`config.mk`:
```
export PLATFORM = sky130hd
export DESIGN_NAME = rom_stream_capture_ctrl_flat
export DESIGN_NICKNAME = d
export VERILOG_FILES = /design/src/rtl/rom_stream_capture_ctrl_pkg.sv /design/src/rtl/rom_stream_capture_ctrl_if.sv /design/src/rtl/rom_stream_capture_ctrl_single_port_ram.sv /design/src/rtl/rom_stream_capture_ctrl.sv /design/src/flat_wrapper.sv
export SDC_FILE = /design/constraint.sdc
export NUM_CORES = 1
export LEC_CHECK = 0
export ABC_AREA = 1
export CAP_MARGIN = 40
export CELL_PAD_IN_SITES_DETAIL_PLACEMENT = 0
export CELL_PAD_IN_SITES_GLOBAL_PLACEMENT = 1
export CORE_ASPECT_RATIO = 1.5
export CORE_MARGIN = 4
export CORE_UTILIZATION = 43
export DETAILED_ROUTE_END_ITERATION = 10
export PLACE_DENSITY = 0.79
export SLEW_MARGIN = 20
export SYNTH_ARGS = -nofsm -noshare
export SYNTH_HDL_FRONTEND = slang
export SYNTH_SLANG_ARGS = --single-unit
```
`constraint.sdc`:
```
create_clock -name clk -period 2.9 [get_ports clk]
set_input_delay 0.58 -clock clk [delete_from_list [all_inputs] [get_ports clk]]
set_output_delay 0.58 -clock clk [all_outputs]
set_load 0.005 [all_outputs]
```
`src/rtl/rom_stream_capture_ctrl_pkg.sv`:
```
// Shared constants for the ROM stream capture controller: widths, depths and FSM state encoding.
package rom_stream_capture_ctrl_pkg;

  localparam int unsigned DEF_DATA_W = 16;
  localparam int unsigned DEF_DEPTH  = 16;
  localparam int unsigned DEF_ADDR_W = $clog2(DEF_DEPTH);

  localparam logic [1:0] ST_IDLE     = 2'd0;
  localparam logic [1:0] ST_CAPTURE  = 2'd1;
  localparam logic [1:0] ST_READBACK = 2'd2;
  localparam logic [1:0] ST_FLUSH    = 2'd3;

endpackage

```
`src/rtl/rom_stream_capture_ctrl_if.sv`:
```
// Bus between the ROM stream source/observer and the capture controller.
interface rom_stream_capture_ctrl_if
  import rom_stream_capture_ctrl_pkg::*;
#(
  parameter int unsigned DATA_W = DEF_DATA_W,
  parameter int unsigned ADDR_W = DEF_ADDR_W
);

  logic              in_valid;
  logic [DATA_W-1:0] in_data;
  logic              in_done;
  logic              out_valid;
  logic [DATA_W-1:0] out_data;
  logic [ADDR_W:0]   word_count;
  logic [DATA_W-1:0] checksum;
  logic              overflow;
  logic              done;

  modport master (
    output in_valid, in_data, in_done,
    input  out_valid, out_data, word_count, checksum, overflow, done
  );

  modport slave (
    input  in_valid, in_data, in_done,
    output out_valid, out_data, word_count, checksum, overflow, done
  );

endinterface

```
`src/rtl/rom_stream_capture_ctrl_single_port_ram.sv`:
```
// Single-port RAM with one shared address, write enable and registered (1-cycle) read data.
module rom_stream_capture_ctrl_single_port_ram
  import rom_stream_capture_ctrl_pkg::*;
#(
  parameter int unsigned DATA_W = DEF_DATA_W,
  parameter int unsigned DEPTH  = DEF_DEPTH,
  parameter int unsigned ADDR_W = DEF_ADDR_W
) (
  input  logic              clk,
  input  logic              rst,
  input  logic              en,
  input  logic              we,
  input  logic [ADDR_W-1:0] addr,
  input  logic [DATA_W-1:0] wdata,
  output logic [DATA_W-1:0] rdata
);

  logic [DATA_W-1:0] mem [DEPTH];

  // Storage array is never reset; only the read register is.
  always_ff @(posedge clk) begin
    if (en && we) mem[addr] <= wdata;
  end

  always_ff @(posedge clk or posedge rst) begin
    if (rst)             rdata <= '0;
    else if (en && !we)  rdata <= mem[addr];
  end

endmodule

```
`src/rtl/rom_stream_capture_ctrl.sv`:
```
// Captures a ROM word stream into RAM with a running checksum, then replays it and pulses done.
module rom_stream_capture_ctrl
  import rom_stream_capture_ctrl_pkg::*;
#(
  parameter int unsigned DATA_W = DEF_DATA_W,
  parameter int unsigned DEPTH  = DEF_DEPTH,
  parameter int unsigned ADDR_W = DEF_ADDR_W
) (
  input  logic clk,
  input  logic rst,
  rom_stream_capture_ctrl_if.slave bus
);

  localparam int unsigned        CNT_W = ADDR_W + 1;
  localparam logic [CNT_W-1:0]   FULL  = CNT_W'(DEPTH);

  logic [1:0]        state, state_nxt;
  logic [CNT_W-1:0]  word_count_q, wc_nxt;
  logic [CNT_W-1:0]  rd_cnt, rd_cnt_nxt;
  logic [DATA_W-1:0] checksum_q, cks_nxt;
  logic              overflow_q, ovf_nxt;
  logic              out_valid_q, out_valid_nxt;
  logic              done_q, done_nxt;
  logic              ram_en, ram_we;
  logic [ADDR_W-1:0] ram_addr;
  logic [DATA_W-1:0] ram_rdata;

  always_ff @(posedge clk or posedge rst) begin
    if (rst) begin
      state        <= ST_IDLE;
      word_count_q <= '0;
      rd_cnt       <= '0;
      checksum_q   <= '0;
      overflow_q   <= 1'b0;
      out_valid_q  <= 1'b0;
      done_q       <= 1'b0;
    end else begin
      state        <= state_nxt;
      word_count_q <= wc_nxt;
      rd_cnt       <= rd_cnt_nxt;
      checksum_q   <= cks_nxt;
      overflow_q   <= ovf_nxt;
      out_valid_q  <= out_valid_nxt;
      done_q       <= done_nxt;
    end
  end

  // Next-state and RAM port control; the one RAM address serves writes in capture, reads in readback.
  always_comb begin
    state_nxt     = state;
    wc_nxt        = word_count_q;
    rd_cnt_nxt    = rd_cnt;
    cks_nxt       = checksum_q;
    ovf_nxt       = overflow_q;
    out_valid_nxt = 1'b0;
    ram_en        = 1'b0;
    ram_we        = 1'b0;
    ram_addr      = '0;

    case (state)
      ST_IDLE: begin
        rd_cnt_nxt = '0;
        if (bus.in_valid) begin
          ram_en    = 1'b1;
          ram_we    = 1'b1;
          wc_nxt    = CNT_W'(1);
          cks_nxt   = bus.in_data;
          ovf_nxt   = 1'b0;
          state_nxt = bus.in_done ? ST_READBACK : ST_CAPTURE;
        end else if (bus.in_done) begin
          state_nxt = ST_FLUSH;
        end
      end
      ST_CAPTURE: begin
        if (bus.in_valid) begin
          if (word_count_q < FULL) begin
            ram_en   = 1'b1;
            ram_we   = 1'b1;
            ram_addr = word_count_q[ADDR_W-1:0];
            wc_nxt   = word_count_q + CNT_W'(1);
            cks_nxt  = checksum_q + bus.in_data;
          end else begin
            ovf_nxt = 1'b1;
          end
        end
        if (bus.in_done) state_nxt = ST_READBACK;
      end
      ST_READBACK: begin
        // Read data lands one cycle after the address, so out_valid is the delayed read strobe.
        if (rd_cnt < word_count_q) begin
          ram_en        = 1'b1;
          ram_addr      = rd_cnt[ADDR_W-1:0];
          out_valid_nxt = 1'b1;
          rd_cnt_nxt    = rd_cnt + CNT_W'(1);
        end else begin
          state_nxt = ST_FLUSH;
        end
      end
      ST_FLUSH: state_nxt = ST_IDLE;
      default:  state_nxt = ST_IDLE;
    endcase

    done_nxt = (state_nxt == ST_FLUSH);
  end

  rom_stream_capture_ctrl_single_port_ram #(
    .DATA_W (DATA_W),
    .DEPTH  (DEPTH),
    .ADDR_W (ADDR_W)
  ) u_ram (
    .clk   (clk),
    .rst   (rst),
    .en    (ram_en),
    .we    (ram_we),
    .addr  (ram_addr),
    .wdata (bus.in_data),
    .rdata (ram_rdata)
  );

  assign bus.out_valid  = out_valid_q;
  assign bus.out_data   = ram_rdata;
  assign bus.word_count = word_count_q;
  assign bus.checksum   = checksum_q;
  assign bus.overflow   = overflow_q;
  assign bus.done       = done_q;

endmodule

```
`src/flat_wrapper.sv`:
```
// flat-port wrapper written by rule: the top's interface ports become plain ports
module rom_stream_capture_ctrl_flat import rom_stream_capture_ctrl_pkg::*;
#(
  parameter int unsigned DATA_W = DEF_DATA_W,
  parameter int unsigned DEPTH  = DEF_DEPTH,
  parameter int unsigned ADDR_W = DEF_ADDR_W
)
  (clk, rst, bus_in_valid, bus_in_data, bus_in_done, bus_out_valid, bus_out_data, bus_word_count, bus_checksum, bus_overflow, bus_done);
  rom_stream_capture_ctrl_if #(.DATA_W(DATA_W), .ADDR_W(ADDR_W)) bus_i ();
  input  logic clk;
  input  logic rst;
  input wire logic [$bits(bus_i.in_valid)-1:0] bus_in_valid;
  input wire logic [$bits(bus_i.in_data)-1:0] bus_in_data;
  input wire logic [$bits(bus_i.in_done)-1:0] bus_in_done;
  output wire logic [$bits(bus_i.out_valid)-1:0] bus_out_valid;
  output wire logic [$bits(bus_i.out_data)-1:0] bus_out_data;
  output wire logic [$bits(bus_i.word_count)-1:0] bus_word_count;
  output wire logic [$bits(bus_i.checksum)-1:0] bus_checksum;
  output wire logic [$bits(bus_i.overflow)-1:0] bus_overflow;
  output wire logic [$bits(bus_i.done)-1:0] bus_done;
  assign bus_i.in_valid = bus_in_valid;
  assign bus_i.in_data = bus_in_data;
  assign bus_i.in_done = bus_in_done;
  assign bus_out_valid = bus_i.out_valid;
  assign bus_out_data = bus_i.out_data;
  assign bus_word_count = bus_i.word_count;
  assign bus_checksum = bus_i.checksum;
  assign bus_overflow = bus_i.overflow;
  assign bus_done = bus_i.done;
  rom_stream_capture_ctrl #(.DATA_W(DATA_W), .DEPTH(DEPTH), .ADDR_W(ADDR_W)) u_core (.clk(clk), .rst(rst), .bus(bus_i));
endmodule
```
# Word-level counts from Yosys, hierarchy flattened
# Memories as Yosys holds them, arrays and structs flattened. A register that Yosys moved wholly into a read port is not among the register bits.
# Index checks and enable logic that the tools add are counted.
dict set report classes {
  muxes 33
  mul 0
  n_bitwise 0
  addsub 3
  eq_ne 9
  order_cmp 2
  shift 0
  n_div 0
  n_reduce_logical 9
}
# operator count
set ops {}
lappend ops {{$mux 16} 3}
lappend ops {{$pmux 16 s2} 1}
lappend ops {{$mux 5} 4}
lappend ops {{$pmux 5 s2} 2}
lappend ops {{$add 16x16->16} 1}
lappend ops {{$mux 4} 3}
lappend ops {{$add 5x1->5 const B} 2}
lappend ops {{$mux 1} 10}
lappend ops {{$mux 2} 5}
lappend ops {{$pmux 2 s4} 1}
lappend ops {{$pmux 4 s2} 1}
lappend ops {{$reduce_and 4->1} 2}
lappend ops {{$eq 2x2->1 const B} 3}
lappend ops {{$ne 2x2->1 const B} 3}
lappend ops {{$lt 5x5->1} 1}
lappend ops {{$lt 5x5->1 const B} 1}
lappend ops {{$ne 2x1->1 const B} 2}
lappend ops {{$pmux 1 s2} 2}
lappend ops {{$reduce_bool 2->1} 2}
lappend ops {{$pmux 1 s3} 1}
lappend ops {{$eq 2x1->1 const B} 1}
lappend ops {{$logic_and 1x1->1} 2}
lappend ops {{$logic_not 2->1} 1}
lappend ops {{$reduce_and 2->1} 1}
lappend ops {{$logic_not 1->1} 1}
dict set report word_totals {
  ram_bits 256
  mem_bits_ro 0
  output_inout_bits 40
  latch_bits 0
  input_bits 20
  wordCells 64
  reg_bits 31
  n_memories 1
}
# name words width read_ports rd_clocked_by_memory_dff write_ports line_no
set mem_list {}
lappend mem_list {u_core.u_ram.mem 16 16 1 1 1 rom_stream_capture_ctrl_single_port_ram.sv:18} ;# logic [DATA_W-1:0] mem [DEPTH];

# Depth between registers and ports, before layout
dict set report logic_depth {
  ltp_word 7
  ltp_mapped 19
  ltp_nobuf 17
}

# Hierarchy
# A second synthesis with hierarchy kept.
dict set report hier_totals {
  cells_unflattened 1450
  area_unflattened_um2 13825.8
}
# module area_per_inst_um2 seq_area_each_um2 instances cells_each
set modules_own_cells {}
lappend modules_own_cells {rom_stream_capture_ctrl_single_port_ram 11160.7 8087.8 1 1044}
lappend modules_own_cells {rom_stream_capture_ctrl 2665.1 775.7 1 406}

# Worst setup path after synthesis
# No wires, ideal clock.
dict set report synth_timing {
  path_kind {register to register}
  start {reg u_core.word_count_q[4], in the netlist u_core.bus.word_count[4]}
  end {mem u_core.u_ram.mem[13][0] (netlist bit) (enable)}
  path_stages_with_launch 13
  required_ns 2.512
  path_slack_ns -0.197
  setup_time_ns 0.388
  period_less_slack_ns 3.097
  arrival_ns 2.709
  cell_sequence {dfrtp_1 > inv_1 > ha_1 > nand2_1 > inv_2 > a21oi_4 > nand3_4 > o22ai_4 > nand2_2 > nor2_4 > buf_4 > inv_1 > nor2_1}
}
dict set report synth_via {
  elab_chain_len 7
  elab_cells_between_ends 14
  classes_between {order compare (2); mux (11); reduce/logical (1)}
}
# item line_no
set synth_rtl {}
lappend synth_rtl {{from (decl)} rom_stream_capture_ctrl.sv:18} ;# logic [CNT_W-1:0] word_count_q, wc_nxt;
lappend synth_rtl {{from (signal assigned)} rom_stream_capture_ctrl.sv:39} ;# word_count_q <= wc_nxt;
lappend synth_rtl {{$lt 5x5->1} rom_stream_capture_ctrl.sv:76} ;# if (word_count_q < FULL) begin
lappend synth_rtl {{$mux 1} rom_stream_capture_ctrl.sv:76}
lappend synth_rtl {{$mux 1} rom_stream_capture_ctrl.sv:75} ;# if (bus.in_valid) begin
lappend synth_rtl {{$pmux 1 s3 / $pmux 1 s2 (equally long branches)} rom_stream_capture_ctrl.sv:60} ;# case (state)
lappend synth_rtl {{$logic_and 1x1->1} rom_stream_capture_ctrl_single_port_ram.sv:22} ;# if (en && we) mem[addr] <= wdata;
lappend synth_rtl {{$mux 1} rom_stream_capture_ctrl_single_port_ram.sv:22}
lappend synth_rtl {{$mux 1 (implied by the code)} rom_stream_capture_ctrl_single_port_ram.sv:22}
lappend synth_rtl {{to (decl)} rom_stream_capture_ctrl_single_port_ram.sv:18}
# Parallel ways exist; a longest one is shown, timed or not.

# Worst setup path after layout
dict set report layout_timing {
  start {reg u_core.word_count_q[3], in the netlist u_core.bus.word_count[3]}
  end {reg u_core.u_ram.rdata[5], read port of u_core.u_ram.mem}
}
dict set report layout_via {
  elab_chain_len 6
  elab_cells_between_ends 13
  classes_between {order compare (2); mux (9); reduce/logical (2)}
}
# item line_no
set layout_rtl {}
lappend layout_rtl {{$lt 5x5->1} rom_stream_capture_ctrl.sv:76}
lappend layout_rtl {{$mux 1} rom_stream_capture_ctrl.sv:76}
lappend layout_rtl {{$mux 1} rom_stream_capture_ctrl.sv:75}
lappend layout_rtl {{$pmux 1 s2} rom_stream_capture_ctrl.sv:60}
lappend layout_rtl {{$logic_not 1->1} rom_stream_capture_ctrl_single_port_ram.sv:27} ;# else if (en && !we) rdata <= mem[addr];
lappend layout_rtl {{$logic_and 1x1->1} rom_stream_capture_ctrl_single_port_ram.sv:27}
lappend layout_rtl {{to (decl)} rom_stream_capture_ctrl_single_port_ram.sv:15} ;# output logic [DATA_W-1:0] rdata
# Parallel ways exist; a longest one is shown, timed or not.
# A chain may end at the register's enable or synchronous reset.

==> impl_metrics.toml <==
[status]
status = "finished, final reports clean"

[placed_design]
hpwlAfterDp_um = 24470
io_buffer_count = 59
postPlaceCellArea_um2 = 15540
dp.cells = 1861
place_congestion = 0.8743

[global_routing]
grt.overflow.total = 0
gr-usage-all-layers_pct = 21.51
grt_pass1_vias = 10142
grt_pass1_wl_um = 58120
grt_max_degree = 80
grt_antenna_before_repair = 0

[floorplan]
io_pins = 60
start_util_pct = 43.49
die_x_um = 154.3
core_um2 = 31730
rows = 80
die-height_um = 227.4
die_area_um2 = 35080

[sta]
min_period_ns = 2.736
tightest_slew_ns = 0.5589
drv_slew = 0
fin_crit_sh_pct = 94.33
fin_skew_ns = 0.01105
report.final.setup_viol = 0
max_freq_mhz = 365.5
hold-worst-slack_ns = 0.3988
hold_viol = 0
slew_headroom_pct = 62.51

[worst_setup_path]
timing.critical_path.from = "u_core.bus.word_count[3]"
crit_chain = "inv_1 > ha_1 > nand2_1 > inv_2 > a21oi_4 > nand3_4 > buf_4 > o22ai_4 > inv_2 > nor2_4 > nor2_2 > buf_12 > buf_4 > nand2_1 > nand3_1 > nor2_1 > buf_4 > nor2_1"
crit_fanout = 8
slowest_delay_ns = 0.38
worst-path-buf-inv = 7
critical_path_class = "register to register"
r2r_start = "u_core.bus.word_count[3]"
crit_arrival_ns = 3.18
crit_top_cell = "buf_4"
cp_top_family = "buffers and inverters"
crit_slowest_cell = "dfrtp_1"
start_kind = "register"
crit_path_end_kind = "register"
crit_required_ns = 3.34

[cells_and_area]
finalNetCount = 1540
area_delta_synth_final_pct = 20.99
antenna_cells = 0
utilization_pct = 52.61
layout_commonest_cell = "nand2_1"
layout_common_cells = "nand2_1 (537), edfxtp_1 (256), nand3_1 (173), buf_4 (81), nor2_1 (70)"
final_cell_area_um2 = 16690
fin_cells = 1925
drive_gt1_share_pct = 13.73

[synth]
synth_area_um2 = 13800
synth_cells = 1369
synth_flop_cell = "edfxtp_1"
async_flop_share_pct = 15.51
syn_nets = 1415
ys_warn_count = 0
synth_seq_cells = 303
syn_area_per_cell_um2 = 10.08
synth_edf_count = 256
synth-seq-area-share_pct = 64.24
synth_cell_types = 39

[min_path]
hold_class = "input pin to asynchronous set/reset pin"

[cts]
clock-root-buffer = "clkbuf_16"
cts_buffer_depth = 3
cts_buffers = 27
clock_sinks = 303
clkLatencyLatePin_ns = 0.56
holdBufCountCts = 0
cts_tree = "built"
path_clk_slew_ns = 0.07
cts.htree.levels = 1

[detailed_routing]
drcViolationCount = 0
viasPerCell = 5.317
dr.pass1.iters = 5
dr.first_iter.drc_count = 774
ant_nets = 0
wire_per_inst_um = 20.09
vias = 10236
wirelength_um = 38680

[run]
cap_violations = 0

[pwr]
ir_worst_vdd_uv = 843.1
leakage_nw = 6.712
power.density_nw_per_um2 = 918.5
report_power, final:
| part | leakage (nW) | internal (mW) | switching, mW |
|---|---|---|---|
| clock network | 0.441 | 2.04 | 1.69 |
| logic | 3.40 | 2.28 | 3.90 |
| registers | 2.87 | 5.15 | 0.271 |
| total | 6.71 | 9.47 | 5.86 |
registers in the layout (all words and copies together) (netlist names):
signal	flops
u_core.bus.out_valid	1
u_core.rd_cnt	5
u_core.bus.checksum	16
u_core.bus.done	1
u_core.bus.overflow	1
u_core.u_ram.rdata	16
u_core.state	2
u_core.u_ram.mem	256
u_core.bus.word_count	5
cell usage after synthesis, types with 3 or more instances:
cell type  count  area (µm²)
o211ai_1       3       22.52
o21ai_0       32       160.2
edfxtp_1     256        7687
ha_1          25       312.8
nor2_1        88       330.3
a21oi_1       26       130.1
nor3_1         6       30.03
xor2_1         8       70.07
o21a_1         3       22.52
nor2_4         5       56.30
nand3_1      174       870.8
buf_6          4       45.04
inv_1         33       123.9
inv_2          7       26.28
nand2_2        4       25.02
nand2_1      538        2019
buf_4          8       60.06
clkbuf_1      25       93.84
dfrtp_1       47        1176
buf_2         34       170.2
nand4_1       21       131.4
worst min-delay path, stage by stage:
cell             delay, ns
clkdlybuf4s50_1       0.41
inv_2                 0.07
buf_12                0.28
area by class of cell:
| type | count | area, µm² |
|---|---|---|
| Sequential cell | 303 | 8864 |
| Fill cell | 2779 | 15040 |
| Clock buffer | 28 | 689.4 |
| Clock inverter | 22 | 231.5 |
| Timing Repair Buffer | 167 | 1717 |
| Tap cell | 410 | 513.0 |
| Inverter | 41 | 157.7 |
| Multi-Input combinational cell | 954 | 4523 |
kinds of logic after synthesis:
logic type	share of synthesized area, %
xor gates and xnor gates	0.5713
buffers and inverters	3.790
DFF	64.24
AOI/OAI and AO/OA	3.283
adders and majority gates	2.412
and+or+nand+nor	25.71
through the flow:
stage / power, mW / setup TNS, ns / setup WS (ns)
global placement: 11.37 / -0.4598 / -0.1471
detailed placement: 11.43 / -0.5485 / -0.2012
finish: 15.33 / 0 / 0.1643
CTS: 15.14 / 0 / 0.01843
global route: 16.28 / -0.09368 / -0.01971
floorplan: 9.136 / -36.74 / -0.1970
layer usage:
metal  GRT usage, %  wire length, µm  vias up
met2          39.90            20600      316
met5              0                0        -
met4          9.236             1560        0
li1               -                -     4890
met3          3.138             2064       79
met1          24.66            14460     4951
path summary, 6_finish.rpt:
| check | depth (start not counted) | slack, ns | end |
|---|---|---|---|
| max | 18 | 0.16 | u_core.u_ram.rdata[5] |
| min | 3 | 0.40 | u_core.u_ram.rdata[6] |
| max reg2reg | 18 | 0.16 | u_core.u_ram.rdata[5] |
| min reg2reg | 2 | 0.51 | u_core.bus.overflow |
| max in group asynchronous | 3 | 2.24 | u_core.bus.checksum[9] |
| min in group clk | 2 | 0.51 | u_core.bus.overflow |
timing repair:
action	CTS	global route
setup buffers	0	11
setup endpoints to repair	0	140
gates resized for setup	0	17
Power figures use the tool's default switching activity.
